<file path="src/rtl/mux_sel_sequencer.sv">
// Serializes a 4-bit word onto a 1-bit 4:1 mux by stepping its select line,
// holding each index HOLD_CYCLES cycles and flagging strobe/first/last.
module mux_sel_sequencer #(
    parameter int unsigned HOLD_CYCLES = 1,
    parameter int unsigned MSB_FIRST   = 0
) (
    input  logic       clk,
    input  logic       rst_n,
    input  logic       load_valid,
    output logic       load_ready,
    input  logic [3:0] load_data,
    input  logic       stall,
    output logic       I0,
    output logic       I1,
    output logic       I2,
    output logic       I3,
    output logic [1:0] sel,
    output logic       busy,
    output logic       bit_strobe,
    output logic       first,
    output logic       last
);

    localparam int unsigned     CW        = (HOLD_CYCLES > 1) ? $clog2(HOLD_CYCLES) : 1;
    localparam logic [CW-1:0]   LAST_CNT  = CW'(HOLD_CYCLES - 1);
    localparam logic [1:0]      START_IDX = (MSB_FIRST != 0) ? 2'd3 : 2'd0;
    localparam logic [1:0]      END_IDX   = (MSB_FIRST != 0) ? 2'd0 : 2'd3;

    typedef enum logic {
        ST_IDLE,
        ST_SHIFT
    } state_t;

    state_t        r_state, w_state_nxt;
    logic [CW-1:0] r_cnt, w_cnt_nxt;
    logic [1:0]    r_sel, w_sel_nxt;
    logic [3:0]    r_word, w_word_nxt;
    logic          w_hold_done;
    logic          w_strobe;
    logic          w_ready;
    logic          w_accept;

    always_comb begin
        w_hold_done = (r_cnt == LAST_CNT);
        // Strobe is gated by rst_n so an aborted word emits nothing more.
        w_strobe    = rst_n && (r_state == ST_SHIFT) && !stall && w_hold_done;
        w_ready     = rst_n && ((r_state == ST_IDLE) || (w_strobe && (r_sel == END_IDX)));
        w_accept    = load_valid && w_ready;

        w_state_nxt = r_state;
        w_cnt_nxt   = r_cnt;
        w_sel_nxt   = r_sel;
        w_word_nxt  = r_word;

        if (w_accept) begin
            w_state_nxt = ST_SHIFT;
            w_word_nxt  = load_data;
            w_sel_nxt   = START_IDX;
            w_cnt_nxt   = '0;
        end else if ((r_state == ST_SHIFT) && !stall) begin
            if (w_hold_done) begin
                w_cnt_nxt = '0;
                if (r_sel == END_IDX) begin
                    w_state_nxt = ST_IDLE;
                end else begin
                    w_sel_nxt = (MSB_FIRST != 0) ? (r_sel - 2'd1) : (r_sel + 2'd1);
                end
            end else begin
                w_cnt_nxt = r_cnt + 1'b1;
            end
        end
    end

    always_ff @(posedge clk) begin
        if (!rst_n) begin
            r_state <= ST_IDLE;
            r_cnt   <= '0;
            r_sel   <= '0;
            r_word  <= '0;
        end else begin
            r_state <= w_state_nxt;
            r_cnt   <= w_cnt_nxt;
            r_sel   <= w_sel_nxt;
            r_word  <= w_word_nxt;
        end
    end

    assign load_ready = w_ready;
    assign bit_strobe = w_strobe;
    assign first      = w_strobe && (r_sel == START_IDX);
    assign last       = w_strobe && (r_sel == END_IDX);
    assign busy       = (r_state == ST_SHIFT);
    assign sel        = r_sel;
    assign I0         = r_word[0];
    assign I1         = r_word[1];
    assign I2         = r_word[2];
    assign I3         = r_word[3];

endmodule

</file>
<file path="config.mk">
export PLATFORM = sky130hd
export DESIGN_NAME = mux_sel_sequencer
export DESIGN_NICKNAME = d
export VERILOG_FILES = /design/src/rtl/mux_sel_sequencer.sv
export SDC_FILE = /design/constraint.sdc
export NUM_CORES = 1
export LEC_CHECK = 0
export ABC_AREA = 1
export BUFFER_PORTS_ARGS = -buffer_cell sky130_fd_sc_hd__buf_4
export CAP_MARGIN = 20
export CELL_PAD_IN_SITES_DETAIL_PLACEMENT = 1
export CELL_PAD_IN_SITES_GLOBAL_PLACEMENT = 2
export CORE_MARGIN = 2
export CORE_UTILIZATION = 20
export DETAILED_ROUTE_END_ITERATION = 8
export PLACE_DENSITY = 0.69
export SETUP_SLACK_MARGIN = 0.3
export SLEW_MARGIN = 20
export SYNTH_ARGS = -nofsm -noshare
export SYNTH_HDL_FRONTEND = slang
export SYNTH_SLANG_ARGS = --single-unit
</file>
<file path="constraint.sdc">
create_clock -name clk -period 1.4 [get_ports clk]
set_clock_uncertainty 0.15 [all_clocks]
set_input_delay 0.07 -clock clk [delete_from_list [all_inputs] [get_ports clk]]
set_output_delay 0.07 -clock clk [all_outputs]
set_load 0.05 [all_outputs]
</file>
Word-level counts from Yosys, hierarchy flattened --
Cells that the tools add are included.
Word-level totals: logic and storage cells 33, bits of input ports 8, bits in registers 8, output and inout port bits 11
Cells by class: reductions and logical operators 16, equality and inequality tests 2, mux-type cells 5, bitwise logic cells 4, add/sub/neg operators 2
Operator list (number):
- 1-bit logical AND | 8
- 3-bit AND reduction | 2
- 1-bit 2-to-1 mux | 5
- 1-bit NOT | 4
- 2-bit nonzero test | 2
- 2-bit by 1-bit adder with 2-bit output (second input constant) | 1
- 2-bit == test (second input constant) | 1
- 2-bit logical NOT | 1
- 2-bit by 1-bit inequality test with 1-bit output (second input constant) | 1
- 2-bit OR reduction | 1
- 1-bit adder (second input constant) | 1
- 1-bit logical NOT | 1
- 1-bit logical OR | 1

Longest topological paths before layout --
Gate-level depths: netlist of run 1.
word-level depth 9, gate-level depth with buffers 8, gate-level depth less buffers 8

Worst setup path after synthesis of run 1 --
No wires, ideal clock.
kind reg2out, start point register r_state, in the netlist busy, end point output first, setup slack -1.137 ns, cell stages (with the launch flop) 5, arrival time 2.317 ns, required time 1.180 ns, path buffers 0, cell sequence dfxtp_1 -> nand2_1 -> nor2_1 -> inv_1 -> nor2_1
On the way: word-level cells in the longest chain between the ends 4
RTL lines:
- start: declaration | line 34 | state_t r_state, w_state_nxt;
- start signal: assignment | line 81 | r_state <= w_state_nxt;
- 1-bit logical AND (3 in a row) | line 46 | w_strobe = rst_n && (r_state == ST_SHIFT) && !stall && w_hold_done;
- net bit_strobe | line 19 | output logic bit_strobe,
- 1-bit logical AND | line 90 | assign first = w_strobe && (r_sel == START_IDX);
- end: declaration | line 20 | output logic first,
The timed path passes the listed nets, and every way through them passes these cells.

Worst setup path after layout of run 1 --
start point register r_sel[0], in the netlist sel[0], end point output load_ready
On the way: word-level cells in the longest chain between the ends 4
RTL lines:
- start: declaration | line 36 | logic [1:0] r_sel, w_sel_nxt;
- start signal: assignment | line 83 | r_sel <= w_sel_nxt;
- 2-bit == test | line 47 | w_ready = rst_n && ((r_state == ST_IDLE) || (w_strobe && (r_sel == END_IDX)));
- 1-bit logical AND | line 47
- 1-bit logical OR | line 47
- 1-bit logical AND | line 47
- end: declaration | line 10 | output logic load_ready,
No other way between the ends.

==> summary by stage, run 1 <==
STA
The share of the clock period used by the worst path after layout is 0.9786. Based on the critical path, the design can be clocked at up to ~730 MHz. For the pin with the worst max-slew slack, the measured transition is about 0.20 ns.

The number of hold violations in the final report is 0. The minimum period implied by the final worst setup slack is between 1 and 1.5 ns. Hold timing on the final database bottoms out at a slack of approximately 0.011 ns.

Setup violations remaining at the end of the flow were counted as 0. The count of final max-slew check failures is 0. The total negative slack for setup checks is 0 ns.

The worst pin sits at a relative slew slack of 0.8638. Setup repair after global routing could not meet its margin everywhere.

Final layout
0 antenna diodes ended up in the layout. The multi-input logic area is around 230 um^2. The fraction of final layout cells sized beyond drive strength 1 is 0.4625. The library cell used most frequently in the layout, excluding fill and tap cells, is sky130_fd_sc_hd__buf_4. In the layout the commonest cells are 16 x sky130_fd_sc_hd__buf_4, 13 x sky130_fd_sc_hd__nand2_1, 9 x sky130_fd_sc_hd__nand3_1.

After the last flow step, the layout net total stands at 91. The area used by sequential logic in the layout is 151.4 um^2. The filler cells instantiated in the layout total ~210. From synthesis to final layout, the design area changed by 97.85%.

The finished cells cover approximately 690 um^2. The post-route core utilization is 0.4089.

Synth
The number of nets handed over by synthesis was 60. In this run, distinct cell masters in the synthesized netlist total 10. Each instance of the synthesized netlist takes up on average about 7.0 um^2.

The total of warnings raised by yosys is 0. The most area-hungry cell type in the Yosys netlist is sky130_fd_sc_hd__dfxtp_1. The share of the Yosys chip area taken by registers is 0.4014. By area the synthesized netlist is led by sky130_fd_sc_hd__dfxtp_1 40%, sky130_fd_sc_hd__nand2_1 15%, sky130_fd_sc_hd__nand3_1 14%, sky130_fd_sc_hd__inv_1 8.6%, sky130_fd_sc_hd__ha_1 7.2%. The cell count after synthesis came out at 50. The post-synthesis instance area is roughly 350 um^2. The number of synthesized register bits is 7. The area share of the largest cell type after synthesis is 0.4014.

Pwr
The leakage power is roughly 0.00034 uW. The share of total power consumed by net switching is 0.3308. Of the total power, combinational logic draws 0.296. The total net switching power is 189.6 uW.

The cell internal power dissipation is between 300 and 400 uW. The completed layout was analyzed and its total power is roughly 570 uW. The part of the total power dissipated in sequential elements is 0.382. IR analysis of the VDD net gives a maximum drop of approximately 0.0005 V. For this design the ratio of total power to cell area is between 800 and 900 nW/um^2. The clock network power share is 0.321.

Outcome
The run finished with clean final reports.

Placed design
The routability congestion estimate from global placement is ~0.7. The number of port buffers is 18. Summed over all nets, the half-perimeter wirelength after detailed placement is approximately 800 um. The instance area after placement is around 560 um^2.

Clock tree
The clock-pin transition on the worst setup and hold timing paths is ~0.060 ns. The clock latency on the worst-skew pair is around 0.25 ns. The clock passes through at most 2 buffers. Clock tree synthesis inserted a total of 3 buffers. The CTS tree is done. The cell sitting at the root of the clock tree is a sky130_fd_sc_hd__clkbuf_4. The number of sinks on the clock net is 7.

The count of H-tree levels built during CTS is 1.

Worst setup path
The largest driver fanout on the critical path is 4. The critical path goes through ha_4 > nand2_4 > a21oi_4 > buf_6. For this design, the slowest cell found on the critical path is sky130_fd_sc_hd__dfxtp_4. On the critical path the largest part of the delay comes from flip-flops.

The worst setup path is captured at an output pin. Counting both buffers and inverters, the worst setup path holds a total of 1. The start-to-end type of the worst setup path is flip-flop to output pin. STA puts the critical path data required time at 1.18 ns. The delay of the slowest cell on the worst path is 0.37 ns. For the worst setup path, the data arrival time is between 1 and 1.5 ns. STA classifies the critical path startpoint as a flip-flop.

GRT
The total track usage is 0.1151. The number of antenna violations at the first check in global routing was 0. The number of global-route vias before repair was 430. The global routing's busiest layer is met2. In the global route stage, met3 resource usage came out at 0.02381. Entering global routing, the biggest net connects 7 pins. After global routing the overflow that remains totals 0. The met2 track demand over resource in global routing is 0.2056. The first-pass GRT wire length is 1.669 mm. For met1 alone, demand over resource in global routing was 0.1151.

Drt
The final layout contains routed wiring with a total length of slightly above 1 mm. The routed via count divided by cell count is approximately 4.5. The overall via count from detail_route is between 400 and 500. The DRC marker count from the first detailed-route iteration is 0.

In the final routed layout, each cell accounts on average for roughly 11 um. Once detail routing completed, the nets flagged for antenna violations numbered 0. The DRC violation count after routing is 0. For this run, the detailed router's first-pass iteration total came to 1.

Floorplanning
The die covers 2096 um^2. For this configuration, the core starts out at a cell density of 0.2067. In this run the core area contains 15 standard-cell rows. The overall die width is between 40 and 50 um. The region available for standard cell placement spans between 1500 and 2000 um^2.

The number of I/O pins is 19. The die boundary height is 45.78 um.

Min path
The path class of the tightest hold or removal check is input pin to flip-flop.

Job
Max-cap violations in this run came to 0.
worst register-to-register path, cell delays in order, from the launching register on:
cell	delay, ns
sky130_fd_sc_hd__dfxtp_4	0.37
sky130_fd_sc_hd__ha_4	0.16
sky130_fd_sc_hd__nand2_4	0.05
sky130_fd_sc_hd__nand2_1	0.13
sky130_fd_sc_hd__nand3_4	0.12
sky130_fd_sc_hd__nand3_1	0.09
sky130_fd_sc_hd__nand2_1	0.05
flip-flops by register name (all words and copies together), names as in the netlist:
signal	flops
r_word	4
sel	2
busy	1
logic make-up (layout without fill, tap and decap cells):
logic type / after synthesis / count (layout) / synth area share
adders and majority gates: 2 / 2 / 0.07167
DFF: 7 / 7 / 0.4014
AOI/OAI and AO/OA: 3 / 3 / 0.07528
and+or+nand+nor: 29 / 29 / 0.3548
buffers and inverters: 9 / 39 / 0.09677
metal layers:
metal	vias to the layer above	share of wire	wire length [um]
met4	0	0.0058	6
met2	16	0.51	527
li1	219	-	-
met5	-	0	0
met1	198	0.42	436
met3	2	0.056	58
worst paths after layout:
path | cells after the start | slack (ns) | start | to
worst min register to register | 2 | 0.32 | r_word[0] | r_word[0]
worst max-delay path | 4 | 0.03 | sel[0] | load_ready
worst min-delay path | 3 | 0.01 | rst_n | busy
worst max register to register | 6 | 0.16 | sel[0] | r_word[2]
area by class of cell:
cell class / instances / area share
Tap cell: 17 / 0.03080
Clock buffer: 4 / 0.03804
Inverter: 9 / 0.04891
Timing Repair Buffer: 26 / 0.3297
Multi-Input combinational cell: 34 / 0.3333
Sequential cell: 7 / 0.2192
synthesized netlist by cell type:
library cell and instances:
sky130_fd_sc_hd__dfxtp_1 7, sky130_fd_sc_hd__a21oi_4 1, sky130_fd_sc_hd__nor2_1 4, sky130_fd_sc_hd__ha_1 2, sky130_fd_sc_hd__nand2_2 1, sky130_fd_sc_hd__inv_2 1
sky130_fd_sc_hd__nand3_1 10, sky130_fd_sc_hd__nand2_1 14, sky130_fd_sc_hd__a21oi_1 2, sky130_fd_sc_hd__inv_1 8
power groups by stage:
stage / registers, uW / logic (uW) / clock network (uW)
global placement: 224 / 144 / 0
floorplan: 264 / 50.5 / 0
finish: 219 / 170 / 184
CTS: 220 / 171 / 192
global route: 221 / 181 / 205
detailed placement: 223 / 146 / 0
repair_timing:
action | in CTS | in global routing
setup buffers | 1 | 0
endpoints found under the setup margin | 11 | 11
resized for setup | 5 | 1
pin swaps | 2 | 0
hold buffers | 7 | 0
endpoints found under the hold margin | 5 | 0
per-stage QoR:
step | setup WS [ns] | instances
floorplan | -0.08580 | 50
global placement | 0.1873 | 85
detailed placement | 0.1449 | 85
CTS | 0.02333 | 97
global route | -0.01685 | 97
finish | 0.02999 | 97
No activity file was read; power rests on OpenSTA's default activity.
==> run 2, diff against run 1 <==
PLACE_DENSITY = unset   (was 0.69)
PLACE_DENSITY_LB_ADDON = 0.05   (was unset)
==> summary by stage, run 2 (synthesis gave the netlist of run 1 again) <==
Final layout
The library cells used most frequently in the layout, excluding fill and tap cells, are 16 x sky130_fd_sc_hd__buf_4, 11 x sky130_fd_sc_hd__nand2_1, 7 x sky130_fd_sc_hd__dlygate4sd3_1. The flip-flop count of the largest register, all copies and words added is 4 (unchanged). The register name with the most flops is r_word. From synthesis to final layout, the design area changed by 125.4%. The fraction of final layout cells sized beyond drive strength 1 was 0.6071 (+0.1446). The final cell area excluding filler cells is 787.0 um^2 (+14%).

The number of antenna cells inserted is 0 (unchanged). The leading cell type in the layout, fill and taps excluded is sky130_fd_sc_hd__buf_4. The final instance count without filler cells is 101 (+4.1%). The total number of nets in the final design is 95 (+4.4%).

Floorplanning
The count of standard-cell rows is 15 (unchanged). The floorplan core area is 1689 um^2 (unchanged). The number of I/O pins was 19 (unchanged). The initial cell density of the core is 0.2067 (unchanged). The die boundary height was 45.78 um (unchanged). The overall die width is 45.78 um (unchanged). The die area is 2096 um^2 (unchanged).

GRT
The number of global-route vias before repair is 445 (+3.5%). The leftover overflow at the end of global routing is 0 (unchanged). The number of antenna violations at the first check in global routing was 0 (unchanged).

The maximum number of pins on one net before global-route repair is 7 (unchanged). The total track usage is 0.1246 (+0.009523). The first-pass GRT wire length is 1.876 mm (+12%).

Worst setup path
The combined buffer and inverter count along the critical path is 1 (unchanged). The largest driver fanout on the critical path is 4 (unchanged). The kind of start point of the critical path is a flip-flop.

Grouping stages by cell kind, the critical path spends the most delay in flip-flops. The worst path arrival time was 1.12 ns (-0.03 ns). The element type at the critical path end is an output pin.

The start-to-end type of the worst setup path is flip-flop to output pin. The delay of the slowest cell on the worst path is 0.36 ns (about the same). The required time at the endpoint of the critical path came to 1.18 ns (about the same).

Among all stages on the critical path, the largest delay is contributed by sky130_fd_sc_hd__dfxtp_4. Traced cell by cell, the critical path runs through ha_4 > nand2_4 > a21oi_4 > buf_6.

Clock tree
The number of sinks on the clock net is 7 (unchanged). The CTS tree is done. The clock tree root driver cell is sky130_fd_sc_hd__clkbuf_4. The clock-pin transition on the worst setup and hold timing paths was 0.05 ns (about the same).

The clock latency on the worst-skew pair is 0.24 ns (about the same). The total CTS buffers is 3 (unchanged). The maximum clock insertion buffer count is 2 (unchanged). The count of H-tree levels built during CTS is 1 (unchanged).

STA
The top achievable clock speed was 745.3 MHz (+2.1%). The share of the clock period used by the worst path after layout is 0.9584 (-0.02021). The count of final max-slew check failures came to 0 (unchanged). The minimum setup slack in the final design came to 0.05829 ns (+0.02830 ns). The count of final setup violators was 0 (unchanged). Setup repair after global routing could not meet its margin everywhere. The number of hold violations in the final report is 0 (unchanged). The transition time at the pin with the least slew margin is 0.2005 ns (-0.003109 ns).

The minimum period implied by the final worst setup slack is 1.342 ns (-0.02830 ns). The tightest slew margin relative to the limit was 0.8659 (+0.002080).

Pwr
The overall power consumption is 591.3 uW (+3.1%). The leakage power came to 0.0003701 uW (+8.4%). The peak supply drop is 0.0005288 V (+5.4%).

The power density over the cells is 751.3 nW/um^2 (-9.5%).

Placed design
The instance area after placement is 564.3 um^2 (unchanged). The instance count after placement with tap cells included is 85 (unchanged). The worst slack at placement is 0.1525 ns (+0.007595 ns). The routability congestion estimate from global placement came to 0.6011 (-14%). The number of port buffers is 18 (unchanged). The detailed placement HPWL was 786.6 um (+0.28%).

Drt
The DRC marker count from the first detailed-route iteration came to 7 (+7). The final wirelength is 1.143 mm (+11%). The overall via count from detail_route was 444 (+2.1%). The DRC violation count after routing was 0 (unchanged).

The wire length per cell is 11.32 um (+6.7%). The number of detailed-route iterations in the first pass is 4 (+3). The residual antenna-violating net count after detailed routing is 0 (unchanged). The routed via count divided by cell count is 4.396 (-2.0%).

Job
The number of violations of the max-capacitance limit is 0 (unchanged).

Outcome
The flow ran to the end, and the final reports show no timing, DRC or antenna violations.

Min path
The type of the tightest min-delay check is input pin to flip-flop.
run 2: worst min-delay path, stage by stage:
cell and delay, ns:
sky130_fd_sc_hd__buf_4 0.12, sky130_fd_sc_hd__inv_2 0.08, sky130_fd_sc_hd__a21oi_2 0.10
run 2: metrics by stage:
step / util / TNS (ns) / hold WS [ns]
floorplan: - / -0.3498 / 0.03302
global placement: 0.3341 / 0 / 0.1445
detailed placement: 0.3341 / 0 / 0.1467
CTS: 0.4467 / 0 / 0.006193
global route: 0.4659 / 0 / 0.01740
finish: 0.4659 / 0 / 0.003511
run 2: layout make-up:
type	instances	area, um^2
Inverter	9	33.78
Sequential cell	7	151.4
Clock buffer	4	26.28
Multi-Input combinational cell	34	274.0
Timing Repair Buffer	30	280.3
Tap cell	17	21.27
Fill cell	206	902.1
run 2: power by group:
group | internal (uW) | switching (uW) | total [uW]
Combinational | 81.8 | 117 | 199
Clock | 108 | 66.5 | 175
Sequential | 209 | 9.17 | 218
run 2: what timing repair did:
item                                    CTS  global route
setup buffers                             5             0
endpoints found under the setup margin   11            13
pin swaps                                 2             0
hold endpoints to repair                  5             0
hold buffers                              7             0
gates cloned                              0             0
resized for setup                        14             9
run 2: per-layer routing:
layer / part of all wire / GRT usage / wire length [um] / vias to the layer above
li1: - / - / - / 226
met1: 0.45 / 0.1718 / 514 / 209
met2: 0.52 / 0.1972 / 590 / 7
met3: 0.030 / 0.01190 / 34 / 2
met4: 0.0035 / 0.05143 / 4 / 0
met5: 0 / 0 / 0 / -
run 2: final timing paths:
path,to,startpoint,cells after the start,slack [ns]
worst min-delay path,busy,rst_n,3,0.004
worst max register to register,r_word[1],sel[0],7,0.11
worst max-delay path,load_ready,sel[0],4,0.06
worst min register to register,r_word[2],r_word[2],2,0.32
